## config.mk

```make
export PLATFORM = sky130hd
export DESIGN_NAME = tff_counter_flat
export DESIGN_NICKNAME = d
export VERILOG_FILES = /design/src/rtl/tff_pkg.sv /design/src/rtl/tff_counter_if.sv /design/src/rtl/tff_cell.sv /design/src/rtl/tff_counter.sv /design/src/flat_wrapper.sv
export SDC_FILE = /design/constraint.sdc
export NUM_CORES = 1
export LEC_CHECK = 0
export BUFFER_PORTS_ARGS = -buffer_cell sky130_fd_sc_hd__buf_2
export CAP_MARGIN = 5
export CORE_AREA = 2 2 39 41
export CTS_CLUSTER_SIZE = 8
export DETAILED_ROUTE_END_ITERATION = 8
export DIE_AREA = 0 0 41 43
export PLACE_DENSITY = 0.49
export SYNTH_ARGS = -nofsm -noshare
export SYNTH_HDL_FRONTEND = slang
export SYNTH_SLANG_ARGS = --single-unit
```

## constraint.sdc

```tcl
create_clock -name clk -period 3.2 [get_ports clk]
set_clock_uncertainty 0.05 [all_clocks]
set_input_delay 0.16 -clock clk [delete_from_list [all_inputs] [get_ports clk]]
set_output_delay 0.16 -clock clk [all_outputs]
set_load 0.005 [all_outputs]
```

## src/rtl/tff_pkg.sv

```systemverilog
// ---------------------------------------------------------------------------
// tff_pkg
// Shared constants for the T flip-flop counter slice.
//   WIDTH_DEFAULT : default counter width in bits (legal range 2..16)
//   dir_e         : count direction, DIR_UP = 1 (increment), DIR_DOWN = 0
// ---------------------------------------------------------------------------
package tff_pkg;

  localparam int WIDTH_DEFAULT = 4;
  localparam int WIDTH_MIN     = 2;
  localparam int WIDTH_MAX     = 16;

  typedef enum logic {
    DIR_DOWN = 1'b0,
    DIR_UP   = 1'b1
  } dir_e;

endpackage : tff_pkg

```

## src/rtl/tff_counter_if.sv

```systemverilog
// ---------------------------------------------------------------------------
// tff_counter_if
// Control and data bundle of one tff_counter stage.
//   en    : count enable
//   up    : direction (1 = increment, 0 = decrement)
//   load  : synchronous load strobe
//   d     : load value
//   q     : registered count
//   qbar  : bitwise complement of q
//   tc    : terminal count, cascade enable for the next stage
// master drives the controls, slave is the counter itself.
// ---------------------------------------------------------------------------
interface tff_counter_if
  import tff_pkg::*;
#(
  parameter int WIDTH = WIDTH_DEFAULT
);

  logic             en;
  logic             up;
  logic             load;
  logic [WIDTH-1:0] d;
  logic [WIDTH-1:0] q;
  logic [WIDTH-1:0] qbar;
  logic             tc;

  modport master (
    output en, up, load, d,
    input  q, qbar, tc
  );

  modport slave (
    input  en, up, load, d,
    output q, qbar, tc
  );

endinterface : tff_counter_if

```

## src/rtl/tff_cell.sv

```systemverilog
// ---------------------------------------------------------------------------
// tff_cell
// One edge-triggered T flip-flop.
//   clk  : clock, rising edge
//   rst  : asynchronous active-low reset, clears q
//   t    : toggle input, q inverts on the edge when high
//   q    : stored bit
//   qbar : complement of q, combinational
// ---------------------------------------------------------------------------
module tff_cell (
  input  logic clk,
  input  logic rst,
  input  logic t,
  output logic q,
  output logic qbar
);

  logic r_q;

  // The stored bit flips when t is high on a rising edge and is cleared
  // immediately whenever reset is pulled low.
  always_ff @(posedge clk or negedge rst) begin
    if (!rst) begin
      r_q <= 1'b0;
    end else if (t) begin
      r_q <= ~r_q;
    end
  end

  assign q    = r_q;
  assign qbar = ~r_q;

endmodule : tff_cell

```

## src/rtl/tff_counter.sv

```systemverilog
// ---------------------------------------------------------------------------
// tff_counter
// Up/down counter with synchronous load, built purely from T flip-flop
// cells; every state change is produced by driving the cells' toggle
// inputs, there is no adder anywhere in the datapath.
//   clk  : clock, rising edge
//   rst  : asynchronous active-low reset, forces q to 0
//   bus  : tff_counter_if.slave (en, up, load, d in; q, qbar, tc out)
// Priority on each edge: load, then count enable, then hold.
// ---------------------------------------------------------------------------
module tff_counter
  import tff_pkg::*;
#(
  parameter int WIDTH = WIDTH_DEFAULT
) (
  input  logic          clk,
  input  logic          rst,
  tff_counter_if.slave  bus
);

  logic [WIDTH-1:0] w_q;
  logic [WIDTH-1:0] w_qbar;
  logic [WIDTH-1:0] w_t;
  logic [WIDTH-1:0] w_onesBelow;
  logic [WIDTH-1:0] w_zerosBelow;
  logic             w_dirUp;

  assign w_dirUp = (bus.up == DIR_UP);

  // Ripple prefix chains: bit i is high when every lower bit of q is one
  // (counting up) or zero (counting down). Bit 0 has no lower bits, so it
  // always toggles when counting is enabled.
  assign w_onesBelow[0]  = 1'b1;
  assign w_zerosBelow[0] = 1'b1;

  for (genvar i = 1; i < WIDTH; i++) begin : g_prefix
    assign w_onesBelow[i]  = w_onesBelow[i-1]  &  w_q[i-1];
    assign w_zerosBelow[i] = w_zerosBelow[i-1] & ~w_q[i-1];
  end

  // A load flips exactly those cells whose current bit differs from d,
  // which lands q on d after the edge regardless of en and up.
  for (genvar i = 0; i < WIDTH; i++) begin : g_cell
    assign w_t[i] = bus.load ? (w_q[i] ^ bus.d[i])
                             : (bus.en & (w_dirUp ? w_onesBelow[i]
                                                  : w_zerosBelow[i]));

    tff_cell u_cell (
      .clk  (clk),
      .rst  (rst),
      .t    (w_t[i]),
      .q    (w_q[i]),
      .qbar (w_qbar[i])
    );
  end

  assign bus.q    = w_q;
  assign bus.qbar = w_qbar;

  // Terminal count flags the cycle before a wrap so a cascaded stage can
  // advance on the same edge as this one wraps.
  assign bus.tc = bus.en & (w_dirUp ? (w_q == {WIDTH{1'b1}})
                                    : (w_q == {WIDTH{1'b0}}));

endmodule : tff_counter
```

## src/flat_wrapper.sv

```systemverilog
// flat-port wrapper written by rule: the top's interface ports become plain ports
module tff_counter_flat import tff_pkg::*;
#(
  parameter int WIDTH = WIDTH_DEFAULT
)
  (clk, rst, bus_en, bus_up, bus_load, bus_d, bus_q, bus_qbar, bus_tc);
  tff_counter_if #(.WIDTH(WIDTH)) bus_i ();
  input  logic clk;
  input  logic rst;
  input wire logic [$bits(bus_i.en)-1:0] bus_en;
  input wire logic [$bits(bus_i.up)-1:0] bus_up;
  input wire logic [$bits(bus_i.load)-1:0] bus_load;
  input wire logic [$bits(bus_i.d)-1:0] bus_d;
  output wire logic [$bits(bus_i.q)-1:0] bus_q;
  output wire logic [$bits(bus_i.qbar)-1:0] bus_qbar;
  output wire logic [$bits(bus_i.tc)-1:0] bus_tc;
  assign bus_i.en = bus_en;
  assign bus_i.up = bus_up;
  assign bus_i.load = bus_load;
  assign bus_i.d = bus_d;
  assign bus_q = bus_i.q;
  assign bus_qbar = bus_i.qbar;
  assign bus_tc = bus_i.tc;
  tff_counter #(.WIDTH(WIDTH)) u_core (.clk(clk), .rst(rst), .bus(bus_i));
endmodule
```

==> results of run 1 <==
==> how the worst max path moves through the flow <==
stage,startpoint,endpoint,slack [ps]
floorplan,u_core.g_cell[0].u_cell.q,u_core.g_cell[3].u_cell.q,1610
global placement,u_core.g_cell[0].u_cell.q,u_core.g_cell[3].u_cell.q,1600
detailed placement,u_core.g_cell[0].u_cell.q,u_core.g_cell[3].u_cell.q,1570
CTS,u_core.g_cell[0].u_cell.q,bus_tc,1320
global route,u_core.g_cell[0].u_cell.q,bus_tc,1230
finish,u_core.g_cell[0].u_cell.q,bus_tc,1360
==> final cells by class <==
cell class	instances	area [µm²]
clock buffer	3	22.52
fill	159	954.7
inverter	5	18.77
multi-input combinational	24	172.7
sequential	4	100.1
tap	16	20.02
timing repair buffer	18	95.09
==> cells in the final DEF (no fill, tap or decap) <==
master,n
buf_2,17
inv_1,5
dfrtp_1,4
nor2_1,3
clkbuf_4,3
nand4_1,2
a211oi_1,2
xnor2_1,2
nand2_1,2
nand3_1,2
or4_4,1
xor2_1,1
o21ai_0,1
a2111oi_2,1
nand4b_1,1
a22oi_1,1
nand3b_1,1
or4b_1,1
and2_1,1
a311o_1,1
a211o_1,1
dlygate4sd3_1,1
==> metal layers <==
metal / vias to the layer above / wire length [µm] / GRT usage
met1: 144 / 291 / 0.1133
met4: 0 / 0 / 0.08000
li1: 167 / - / -
met5: - / 0 / 0
met2: 9 / 320 / 0.1250
met3: 0 / 42 / 0.01571
==> cell families after synthesis <==
logic type,share of synthesized area
xor gates and xnor gates,0.07169
AOI/OAI and AO/OA,0.1672
buffers and inverters,0.2560
DFF,0.2730
and+or+nand+nor,0.2321
==> power groups by stage <==
stage / registers, mW / logic [mW] / clock network [mW]
after floorplan: 0.0661 / 0.0511 / 0
after global placement: 0.0697 / 0.0515 / 0
after detailed placement: 0.0701 / 0.0511 / 0
after CTS: 0.0695 / 0.0522 / 0.0626
after global routing: 0.0710 / 0.0592 / 0.0674
final: 0.0692 / 0.0507 / 0.0587
==> worst max-delay path, stage by stage, from the launching register on <==
cell	delay, ps
dfrtp_1	450
or4_4	560
a211oi_1	240
buf_2	150
==> results.sh, run 1 <==
export IMPL_grt_pass1_vias=267
export IMPL_reg2regPathDepth=3
export IMPL_nNetsFinal=65
export IMPL_hp_start="bus_d[1]"
export IMPL_overflow=0
export IMPL_tns_ps=0
export IMPL_drtIter0Drc=5
export IMPL_yosys_warnings=0
export IMPL_clkPwrFrac=0.329
export IMPL_dp_cells=66
export IMPL_crit_path_end_kind="output pin"
export IMPL_pre_cts_slack_ps=1566
export IMPL_postCtsSetupRepairBufs=0
export IMPL_grt_setup_unrepaired="false"
export IMPL_max_slew_margin=0.8333
export IMPL_place_gp_congestion=0.6586
export IMPL_whs_ps=89.78
export IMPL_reg2reg_to="u_core.g_cell[3].u_cell.q"
export IMPL_diodes=0
export IMPL_fin_crit_sh=0.5763
export IMPL_crit_required_ps=2990
export IMPL_pwr_share_comb=0.284
export IMPL_syn_to_final_growth_pct=17.06
export IMPL_power_total_mw=0.1786
export IMPL_min_period_ps=1844
export IMPL_initial_core_util=0.2649
export IMPL_htreeDepth=1
export IMPL_cts_resized=0
export IMPL_rrSetupSlack_ps=1570
export IMPL_synth_avg_cell_area_um2=8.526
export IMPL_crit_arrival_ps=1630
export IMPL_cts_root_buf="clkbuf_4"
export IMPL_status="finished clean"
export IMPL_ioPinCount=18
export IMPL_holdPathEnd="u_core.g_cell[1].u_cell.q"
export IMPL_rows=14
export IMPL_cts_tree="yes"
export IMPL_grtUsageTotal=0.09054
export IMPL_vdd_ir_drop_max_mv=0.1506
export IMPL_dr_pass1_iters=4
export IMPL_wl_per_cell_um=9.343
export IMPL_critPathKind="flop to output pin"
export IMPL_postCtsHoldBufs=1
export IMPL_numCtsBuffers=3
export IMPL_antenna_found_initial=0
export IMPL_via_per_inst=4.571
export IMPL_internal_power_mw=0.1268
export IMPL_fin_ws_ps=1356
export IMPL_final_area_um2=429.2
export IMPL_netlist_area_leader_share=0.2730
export IMPL_switching_share=0.2899
export IMPL_die_y_um=43
export IMPL_synth_main_ff_cell="dfrtp_1"
export IMPL_seqPwrFrac=0.387
export IMPL_worstSkewPairLatency_ps=230
export IMPL_drc_errors=0
export IMPL_place_hpwl_um=563.8
export IMPL_port_buffers=17
export IMPL_grt_max_degree=13
export IMPL_yosysTopAreaCell="dfrtp_1"
export IMPL_synth_most_common_cell="buf_4"
export IMPL_cts_sinks=4
export IMPL_hold_depth=3
export IMPL_finish_utilization=0.3101
export IMPL_start_kind="flop"
export IMPL_r2r_start="u_core.g_cell[0].u_cell.q"
export IMPL_hold_viol_final=0
export IMPL_p_leak_nw=0.2065
export IMPL_die_x_um=41
export IMPL_wl_um=654
export IMPL_setup_violations=0
export IMPL_synth_edf_count=0
export IMPL_hp_class="input pin to flop"
export IMPL_synth_commonest_cells="buf_4 (8), inv_1 (5), dfrtp_1 (4)"
export IMPL_die_area_um2=1763
export IMPL_async_flop_share=1.000
export IMPL_p_sw_mw=0.05177
export IMPL_drtAntennaViolNets=0
export IMPL_maxClockFrequency_mhz=542.3
export IMPL_ys_seq_area_frac=0.2730
export IMPL_core_um2=1384
export IMPL_grt_pass1_wl_um=1035
export IMPL_crit_fanout=8
export IMPL_clk_pin_slew_ps=30
export IMPL_synthDistinctLibCells=22
export IMPL_synth_seq_cells=4
export IMPL_num_vias=320
export IMPL_synth_net_count=52
export IMPL_placed_area_um2=396.6
export IMPL_drive_gt1_frac=0.4074
export IMPL_tightest_slew_ps=250.0
export IMPL_syn_area_um2=366.6
export IMPL_synth_area_leaders="dfrtp_1 (27%), buf_4 (16%), inv_1 (5.1%), xnor2_1 (4.8%), a2111oi_2 (4.1%)"
export IMPL_synthCells=43
export IMPL_final_cells=70
export IMPL_power_density_nw_per_um2=416.1
export IMPL_drv_cap=0
export IMPL_slew_viol_final=0
export IMPL_largest_reg_flops=4
export IMPL_cts_buffer_depth=2
No activity file was read; power rests on OpenSTA's default activity.
==> run 2, diff against run 1 <==
==> constraint.sdc (replaced) <==
create_clock -name clk -period 1.7 [get_ports clk]
set_clock_uncertainty 0.05 [all_clocks]
set_input_delay 0.085 -clock clk [delete_from_list [all_inputs] [get_ports clk]]
set_output_delay 0.085 -clock clk [all_outputs]
set_load 0.005 [all_outputs]
==> run 2 against run 1 <==
Effect of this change:
- first-iteration DRC count is 80% higher
- non-clock buffer count grew 3
- sequential power increased by 78%
- final area grew 6.4%
- largest cell class unchanged
- global-route usage increased by 1.4 points
- register-to-register slack lost 1400 ps
- utilization increased by 2.0 points
==> results.sh, run 2 (synthesis results as in run 1) <==
export IMPL_status="finished clean"
export IMPL_power_total_mw=0.3589
export IMPL_dr_pass1_iters=4
export IMPL_cts_buffer_depth=2
export IMPL_holdPathEnd="u_core.g_cell[1].u_cell.q"
export IMPL_rrSetupSlack_ps=130
export IMPL_largest_reg_flops=4
export IMPL_power_density_nw_per_um2=785.9
export IMPL_die_y_um=43
export IMPL_tns_ps=0
export IMPL_tightest_slew_ps=230.0
export IMPL_cts_sinks=4
export IMPL_r2r_start="u_core.g_cell[1].u_cell.q"
export IMPL_clkPwrFrac=0.324
export IMPL_syn_to_final_growth_pct=24.57
export IMPL_drtIter0Drc=9
export IMPL_max_slew_margin=0.8463
export IMPL_ioPinCount=18
export IMPL_die_x_um=41
export IMPL_crit_fanout=3
export IMPL_grt_pass1_vias=293
export IMPL_placed_area_um2=404.1
export IMPL_worstSkewPairLatency_ps=240
export IMPL_setup_violations=0
export IMPL_switching_share=0.3012
export IMPL_diodes=0
export IMPL_place_hpwl_um=563.2
export IMPL_final_common_cell="buf_2"
export IMPL_p_leak_nw=0.2219
export IMPL_rows=14
export IMPL_grt_max_degree=13
export IMPL_hold_depth=3
export IMPL_initial_core_util=0.2649
export IMPL_die_area_um2=1763
export IMPL_slew_viol_final=0
export IMPL_start_kind="flop"
export IMPL_crit_arrival_ps=1480
export IMPL_via_per_inst=4.548
export IMPL_internal_power_mw=0.2508
export IMPL_min_period_ps=1618
export IMPL_crit_start="u_core.g_cell[0].u_cell.q"
export IMPL_port_buffers=17
export IMPL_reg2reg_to="u_core.g_cell[2].u_cell.q"
export IMPL_antenna_found_initial=0
export IMPL_p_sw_mw=0.1081
export IMPL_worst_path_max_delay_cell="or4_4"
export IMPL_hp_start="bus_d[1]"
export IMPL_final_area_um2=456.7
export IMPL_seqPwrFrac=0.343
export IMPL_wl_per_cell_um=9.986
export IMPL_htreeDepth=1
export IMPL_place_gp_congestion=0.6666
export IMPL_clk_pin_slew_ps=30
export IMPL_nNetsFinal=68
export IMPL_critPathKind="flop to output pin"
export IMPL_vdd_ir_drop_max_mv=0.4191
export IMPL_crit_chain="or4_4 > a211oi_2 > buf_2"
export IMPL_grt_setup_unrepaired="false"
export IMPL_final_cell_mix="buf_2 (17), inv_1 (5), dfrtp_1 (4)"
export IMPL_core_um2=1384
export IMPL_drc_errors=0
export IMPL_wl_um=729
export IMPL_crit_path_end_kind="output pin"
export IMPL_num_vias=332
export IMPL_drive_gt1_frac=0.4561
export IMPL_slowest_delay_ps=560
export IMPL_pwr_share_comb=0.334
export IMPL_cts_tree="yes"
export IMPL_overflow=0
export IMPL_grt_pass1_wl_um=1173
export IMPL_hp_class="input pin to flop"
export IMPL_hold_viol_final=0
export IMPL_crit_required_ps=1560
export IMPL_reg2regPathDepth=4
export IMPL_grtUsageTotal=0.1045
export IMPL_drtAntennaViolNets=0
export IMPL_numCtsBuffers=3
export IMPL_fin_crit_sh=0.9516
export IMPL_drv_cap=0
export IMPL_cts_root_buf="clkbuf_4"
export IMPL_maxClockFrequency_mhz=618.1
-- run 2: cell types whose count changed in the layout (fill, tap and decap cells not counted), sizes merged --
cell / before / now
buf: 17 / 20
-- run 2: area by class of cell --
type	count	area (µm²)
repair buffers	21	117.6
flip-flops and latches	4	100.1
inverters	5	18.77
multi-input cells	24	177.7
fillers	161	927.1
well taps	16	20.02
clock buffers	3	22.52
-- run 2: worst max path at each step --
stage,end,slack (ps),cells past startpoint
after CTS,bus_tc,10,3
after global placement,u_core.g_cell[3].u_cell.q,120,3
after global routing,u_core.g_cell[2].u_cell.q,2,4
final,bus_tc,80,3
after detailed placement,u_core.g_cell[3].u_cell.q,110,3
after floorplan,u_core.g_cell[3].u_cell.q,110,4
-- run 2: layer usage --
metal	GRT usage	share of wire	up-vias
met1	0.1258	0.44	151
li1	-	-	170
met2	0.1281	0.47	11
met4	0.06000	0	0
met3	0.07853	0.089	0
met5	0	0	-
-- run 2: power by group through the flow --
stage | Sequential, mW | Combinational [mW] | Clock [mW]
CTS | 0.123 | 0.119 | 0.122
global placement | 0.130 | 0.102 | 0
floorplan | 0.124 | 0.0963 | 0
finish | 0.123 | 0.120 | 0.116
global route | 0.126 | 0.137 | 0.133
detailed placement | 0.130 | 0.101 | 0
-- run 2: what timing repair did --
item	4_1_cts	5_1_grt
gates resized for setup	0	1
pin swaps	0	2
endpoints found under the hold margin	4	0
cloned	0	0
hold buffers	1	0
endpoints found under the setup margin	1	1
setup buffers	2	0
-- run 2: worst max-delay path: cells and delay by family, from the launching register on --
kind	cells	cell delay, ps
AOI/OAI and AO/OA	1	180
buffers and inverters	1	140
DFF	1	370
and+or+nand+nor	1	560
-- run 2: through the flow --
stage | util | hold slack [ps] | setup WS, ps | std cells
after CTS | 0.3264 | 7.278 | 10.82 | 73
after global routing | 0.3300 | 11.31 | 2.119 | 73
after detailed placement | 0.2920 | -148.0 | 111.0 | 67
after floorplan | - | -260.6 | 106.0 | 43
after global placement | 0.2920 | -148.9 | 121.9 | 67
final | 0.3300 | 6.118 | 82.20 | 73
